**src/rtl/rom_fetch_pkg.sv**
```systemverilog
// Shared constants, FSM state type and read-data formatting for rom_fetch_bridge.
// Defining ROM_PREFETCH_EN adds the PREF state.
package rom_fetch_pkg;

  localparam int unsigned DEF_ADDR_W = 24;
  localparam int unsigned DEF_DATA_W = 16;

`ifdef ROM_PREFETCH_EN
  typedef enum logic [1:0] { ST_IDLE, ST_FETCH, ST_PREF } fetch_state_e;
`else
  typedef enum logic [1:0] { ST_IDLE, ST_FETCH } fetch_state_e;
`endif

  // Byte reads return the addressed byte on both halves of the bus.
  function automatic logic [15:0] fmt_q(input logic [15:0] i_word,
                                        input logic        i_is_word,
                                        input logic        i_odd);
    logic [7:0] w_byte;
    w_byte = i_odd ? i_word[15:8] : i_word[7:0];
    return i_is_word ? i_word : {w_byte, w_byte};
  endfunction

endpackage

```
**src/rtl/rom_fetch_entry.sv**
```systemverilog
// One buffered ROM word: tag, data and valid bit with a tag-compare output.
// Invalidate has priority over a same-cycle load.
module rom_fetch_entry
  import rom_fetch_pkg::*;
#(
  parameter int unsigned TAG_W  = DEF_ADDR_W - 1,
  parameter int unsigned DATA_W = DEF_DATA_W
) (
  input  logic              MCLK,
  input  logic              RESET_N,
  input  logic              i_inval,
  input  logic              i_load,
  input  logic [TAG_W-1:0]  i_tag,
  input  logic [DATA_W-1:0] i_data,
  input  logic [TAG_W-1:0]  i_cmp_tag,
  output logic              o_hit,
  output logic [DATA_W-1:0] o_data
);

  logic              r_valid;
  logic [TAG_W-1:0]  r_tag;
  logic [DATA_W-1:0] r_data;

  always_ff @(posedge MCLK or negedge RESET_N) begin
    if (!RESET_N) begin
      r_valid <= 1'b0;
      r_tag   <= '0;
      r_data  <= '0;
    end else begin
      if (i_inval) begin
        r_valid <= 1'b0;
      end else if (i_load) begin
        r_valid <= 1'b1;
      end
      if (i_load) begin
        r_tag  <= i_tag;
        r_data <= i_data;
      end
    end
  end

  assign o_hit  = r_valid && (r_tag == i_cmp_tag);
  assign o_data = r_data;

endmodule

```
**src/rtl/rom_fetch_bridge.sv**
```systemverilog
// Cartridge ROM read buffer: serves hits from buffered words, fetches misses from memory.
// Defining ROM_PREFETCH_EN adds a second entry filled with the word after each demand fill.
module rom_fetch_bridge
  import rom_fetch_pkg::*;
#(
  parameter int unsigned ADDR_W = DEF_ADDR_W,
  parameter int unsigned DATA_W = DEF_DATA_W
) (
  input  logic              MCLK,
  input  logic              RESET_N,
  input  logic [ADDR_W-1:0] ROM_ADDR,
  input  logic              ROM_CE_N,
  input  logic              ROM_OE_N,
  input  logic              ROM_WORD,
  output logic [DATA_W-1:0] ROM_Q,
  input  logic              INVAL,
  output logic              MEM_REQ,
  output logic [ADDR_W-2:0] MEM_ADDR,
  input  logic              MEM_ACK,
  input  logic [DATA_W-1:0] MEM_DATA,
  output logic              BUSY
);

  localparam int unsigned TAG_W = ADDR_W - 1;

  fetch_state_e      r_state, w_nstate;
  logic              r_req, w_nreq;
  logic [TAG_W-1:0]  r_addr, w_naddr;
  logic [DATA_W-1:0] r_q, w_nq;
  logic              r_word, w_nword;
  logic              r_odd, w_nodd;

  logic              w_rd, w_hit, w_hit0, w_hit1, w_load0;
  logic [TAG_W-1:0]  w_tag;
  logic [DATA_W-1:0] w_data0, w_data1, w_hit_data;

  assign w_rd       = ~ROM_CE_N & ~ROM_OE_N;
  assign w_tag      = ROM_ADDR[ADDR_W-1:1];
  assign w_hit      = w_rd & (w_hit0 | w_hit1);
  assign w_hit_data = w_hit0 ? w_data0 : w_data1;

  rom_fetch_entry #(.TAG_W(TAG_W), .DATA_W(DATA_W)) u_demand (
    .MCLK      (MCLK),
    .RESET_N   (RESET_N),
    .i_inval   (INVAL),
    .i_load    (w_load0),
    .i_tag     (r_addr),
    .i_data    (MEM_DATA),
    .i_cmp_tag (w_tag),
    .o_hit     (w_hit0),
    .o_data    (w_data0)
  );

`ifdef ROM_PREFETCH_EN
  logic w_load1;

  rom_fetch_entry #(.TAG_W(TAG_W), .DATA_W(DATA_W)) u_pref (
    .MCLK      (MCLK),
    .RESET_N   (RESET_N),
    .i_inval   (INVAL),
    .i_load    (w_load1),
    .i_tag     (r_addr),
    .i_data    (MEM_DATA),
    .i_cmp_tag (w_tag),
    .o_hit     (w_hit1),
    .o_data    (w_data1)
  );
`else
  assign w_hit1  = 1'b0;
  assign w_data1 = '0;
`endif

  always_comb begin
    w_nstate = r_state;
    w_nreq   = r_req;
    w_naddr  = r_addr;
    w_nq     = r_q;
    w_nword  = r_word;
    w_nodd   = r_odd;
    w_load0  = 1'b0;
`ifdef ROM_PREFETCH_EN
    w_load1  = 1'b0;
`endif
    case (r_state)
      ST_IDLE: begin
        if (w_hit) begin
          w_nq = fmt_q(w_hit_data, ROM_WORD, ROM_ADDR[0]);
        end else if (w_rd) begin
          w_nstate = ST_FETCH;
          w_nreq   = 1'b1;
          w_naddr  = w_tag;
          w_nword  = ROM_WORD;
          w_nodd   = ROM_ADDR[0];
        end
      end
      ST_FETCH: begin
        // Byte lane and width come from the access that caused the miss.
        if (MEM_ACK) begin
          w_load0 = 1'b1;
          w_nq    = fmt_q(MEM_DATA, r_word, r_odd);
          w_nreq  = 1'b0;
`ifdef ROM_PREFETCH_EN
          w_nstate = ST_PREF;
          w_naddr  = r_addr + {{(TAG_W-1){1'b0}}, 1'b1};
`else
          w_nstate = ST_IDLE;
`endif
        end
      end
`ifdef ROM_PREFETCH_EN
      ST_PREF: begin
        // Request re-raised one cycle after the demand ack; misses wait here.
        if (w_hit) begin
          w_nq = fmt_q(w_hit_data, ROM_WORD, ROM_ADDR[0]);
        end
        if (!r_req) begin
          w_nreq = 1'b1;
        end else if (MEM_ACK) begin
          w_load1  = 1'b1;
          w_nreq   = 1'b0;
          w_nstate = ST_IDLE;
        end
      end
`endif
      default: begin
        w_nstate = ST_IDLE;
        w_nreq   = 1'b0;
      end
    endcase
  end

  always_ff @(posedge MCLK or negedge RESET_N) begin
    if (!RESET_N) begin
      r_state <= ST_IDLE;
      r_req   <= 1'b0;
      r_addr  <= '0;
      r_q     <= '0;
      r_word  <= 1'b0;
      r_odd   <= 1'b0;
    end else begin
      r_state <= w_nstate;
      r_req   <= w_nreq;
      r_addr  <= w_naddr;
      r_q     <= w_nq;
      r_word  <= w_nword;
      r_odd   <= w_nodd;
    end
  end

  assign MEM_REQ  = r_req;
  assign MEM_ADDR = r_addr;
  assign ROM_Q    = r_q;
  assign BUSY     = (r_state != ST_IDLE);

endmodule

```
**config.mk**
```make
export PLATFORM = sky130hd
export DESIGN_NAME = rom_fetch_bridge
export DESIGN_NICKNAME = d
export VERILOG_FILES = /design/src/rtl/rom_fetch_pkg.sv /design/src/rtl/rom_fetch_entry.sv /design/src/rtl/rom_fetch_bridge.sv
export SDC_FILE = /design/constraint.sdc
export NUM_CORES = 1
export LEC_CHECK = 0
export ABC_AREA = 1
export BUFFER_PORTS_ARGS = -buffer_cell sky130_fd_sc_hd__buf_2
export CORE_MARGIN = 4
export CORE_UTILIZATION = 26
export CTS_BUF_LIST = sky130_fd_sc_hd__clkbuf_8
export DETAILED_ROUTE_END_ITERATION = 8
export PLACE_DENSITY = 0.49
export SLEW_MARGIN = 0
export SYNTH_ARGS = -nofsm -noshare
export SYNTH_HDL_FRONTEND = slang
export SYNTH_HIERARCHICAL = 1
export SYNTH_SLANG_ARGS = --single-unit
```
**constraint.sdc**
```tcl
create_clock -name MCLK -period 1.92 [get_ports MCLK]
set_input_delay 0.192 -clock MCLK [delete_from_list [all_inputs] [get_ports MCLK]]
set_output_delay 0.192 -clock MCLK [all_outputs]
set_load 0.02 [all_outputs]
```
==> run metrics <==
status finished, final reports clean; CP Data Required Time 2200 ps; WP buf/inv 4; IO buf count 87; Mapped Avg Cell Area 6.801 µm²; filler cell count 1787; Net Count, Synth 690; P_sw 2.088 mW; tightest hold margin 49.74 ps; fin. max-slew vios 0; PnR Total Power 5.378 mW; CP delay by family, top simple AND/OR/NAND/NOR gates; final setup fails 0; fin crit share 0.9789; TritonCTS Sinks 82; Crit path largest cell delay 350 ps; part of the power in registers 0.455; post-route ant nets 0; Util after Layout 0.3482; P&R area growth vs syn 31.59%; Peak Freq 532.1 MHz; Cell Int Power 3.289 mW; commonest non-fill, non-tap cells in the layout nand2_1, buf_2, dfrtp_1, inv_1, nand3_1; Crit-path slowest cell dfrtp_1; initial antenna violation count 0; Clk network pwr share 0.232; commonest non-fill, non-tap cell in the layout nand2_1; Yosys Warn Count 6; Max Cap Violations 0; Final Hold Viols 0; dpl cell area 5130 µm²; worst path cell trace inv_2 -> or2_2 -> nand3_1 -> nor2_1 -> nand2_1 -> nor2_4 -> buf_12 -> buf_6 -> nor2_4 -> nand2_4 -> clkbuf_16 -> nand2_1 -> nand2_1; RSZ-0062 raised after global routing yes; Num CTS Buffers 9; Setup CP Type flop to flop; Pwr Density 934.5 nW/µm²; Tot GR Track Use 0.1448; Critical Path AT 2160 ps; Avg WL per Cell 14.12 µm; critical path launch point type flop; cells after synthesis 643; Max clock buf depth 2; peak supply drop 0.3960 mV; Netlist cell types 21; number of global-route vias before repair 3887; height of the die 137.7 µm; 1st-iter DRT viols 272; top post-synthesis cells by area dfrtp_1, nand2_1, nand3_1; first-pass GRT wire length 21020 µm; CP Capture Type flop; sw frac 0.3883; drt total wl 13600 µm; sequential-to-total area share from yosys stat 0.4692; Slew Limit Headroom 0.6926; H-tree depth 3; CTS tree built; # diodes 0; vias after detailed routing 4175; Worst Skew 13.91 ps; Final min period 1880 ps; IO Pins 88; # DRC 0; Clock Pin Slew Worst Setup and Hold Paths 90 ps; Hold WC Path Type primary input to flop; setup TNS 0 ps; Final Net Count 785; DP HPWL 9249 µm; DIE WIDTH 137.7 µm; row count 47; core footprint 16520 µm²; Slew @ Worst Pin 461.2 ps; Synth Cell Area 4373 µm²; Initial DRT Pass Iterations 4; Synth Register Bits 82; via/cell ratio 4.335; share of layout cells above drive strength 1 0.2665; gpl congestion 0.7521; Initial Util 0.2646; remaining global-route overflow 0; post-route cell area 5754 µm²; Root Driver clkbuf_8; maximum fanout along the worst path 10; CP most frequent cell nand2_1; combinational power share 0.313; clk_lat worst skew 380 ps; die area 18960 µm²; largest net degree at the start of global routing 33; Leak 3.171 nW; cell taking the most area after synthesis dfrtp_1; Yosys top cell area share 0.4692
[kinds of logic (layout without fill, tap and decap cells)]
| kind of cell | Yosys count | in the layout | synth area share |
|---|---|---|---|
| compound gates | 41 | 41 | 0.04750 |
| buf+inv | 109 | 209 | 0.1013 |
| simple gates | 409 | 409 | 0.3780 |
| xor+xnor | 2 | 2 | 0.004006 |
| flops | 82 | 82 | 0.4692 |
[tightest hold or removal path, stage by stage]
cell	delay, ps
buf_2	100
nand2_1	50
nand2_1	50
[registers in the layout, summed over array words and instances (netlist names)]
register          count
MEM_ADDR             23
u_demand/r_tag       23
ROM_Q                16
u_demand/o_data      16
MEM_REQ               1
r_odd                 1
r_word                1
u_demand/r_valid      1
[cell usage after synthesis (all sizes together)]
| cell type | count |
|---|---|
| clkinv | 2 |
| clkbuf | 8 |
| nand3 | 74 |
| o21ai | 24 |
| inv | 77 |
| nand2 | 315 |
| o211ai | 1 |
| buf | 22 |
| dfrtp | 82 |
| nor2 | 17 |
| or2 | 2 |
| a21oi | 16 |
| nand4 | 1 |
| xnor2 | 2 |
[power by group through the flow]
stage / logic, mW / clock network [mW] / registers (mW)
floorplan: 0.797 / 0 / 2.62
global placement: 1.58 / 0 / 2.45
detailed placement: 1.59 / 0 / 2.45
CTS: 1.60 / 1.28 / 2.42
global route: 1.91 / 1.36 / 2.51
finish: 1.68 / 1.25 / 2.45
[metal layers]
metal / vias to the layer above / routed length, µm / GRT usage
met1: 1936 / 6733 / 0.2081
met5: - / 0 / 0
met3: 11 / 586 / 0.03141
met2: 77 / 6140 / 0.2207
li1: 2151 / - / -
met4: 0 / 140 / 0.03787
[metrics by stage]
| stage | setup WS (ps) | instances |
|---|---|---|
| final | 40.48 | 963 |
| after global placement | 74.96 | 937 |
| after global routing | -119.1 | 963 |
| after CTS | 45.99 | 956 |
| after floorplan | 229.4 | 643 |
| after detailed placement | 75.39 | 937 |
[cell type report]
class                           count  area (µm²)  area share
Inverter                           79       299.0     0.05197
Clock buffer                       11       151.4     0.02631
Multi-Input combinational cell    452        2121      0.3686
Timing Repair Buffer              114       819.5      0.1424
Clock inverter                      5       36.28    0.006306
Tap cell                          220       275.3     0.04784
Sequential cell                    82        2052      0.3566
[what timing repair did]
item | in CTS | in global routing
hold buffers | 3 | 0
buffers inserted | 0 | 2
endpoints found under the hold margin | 32 | 0
setup endpoints to repair | 0 | 42
resized for setup | 0 | 81
[final timing paths]
path	from	end	slack, ps	cells past startpoint
worst max-delay path	u_demand/r_tag[3]	MEM_ADDR[2]	40	13
worst min-delay path	MEM_DATA[6]	u_demand/o_data[6]	50	3
worst max register to register	u_demand/r_tag[3]	MEM_ADDR[2]	40	13
worst min register to register	ROM_Q[11]	ROM_Q[11]	480	2
max in group asynchronous	RESET_N	ROM_Q[10]	1080	3
min in group asynchronous	RESET_N	MEM_ADDR[9]	300	2
(Power assumes the default switching activity.)
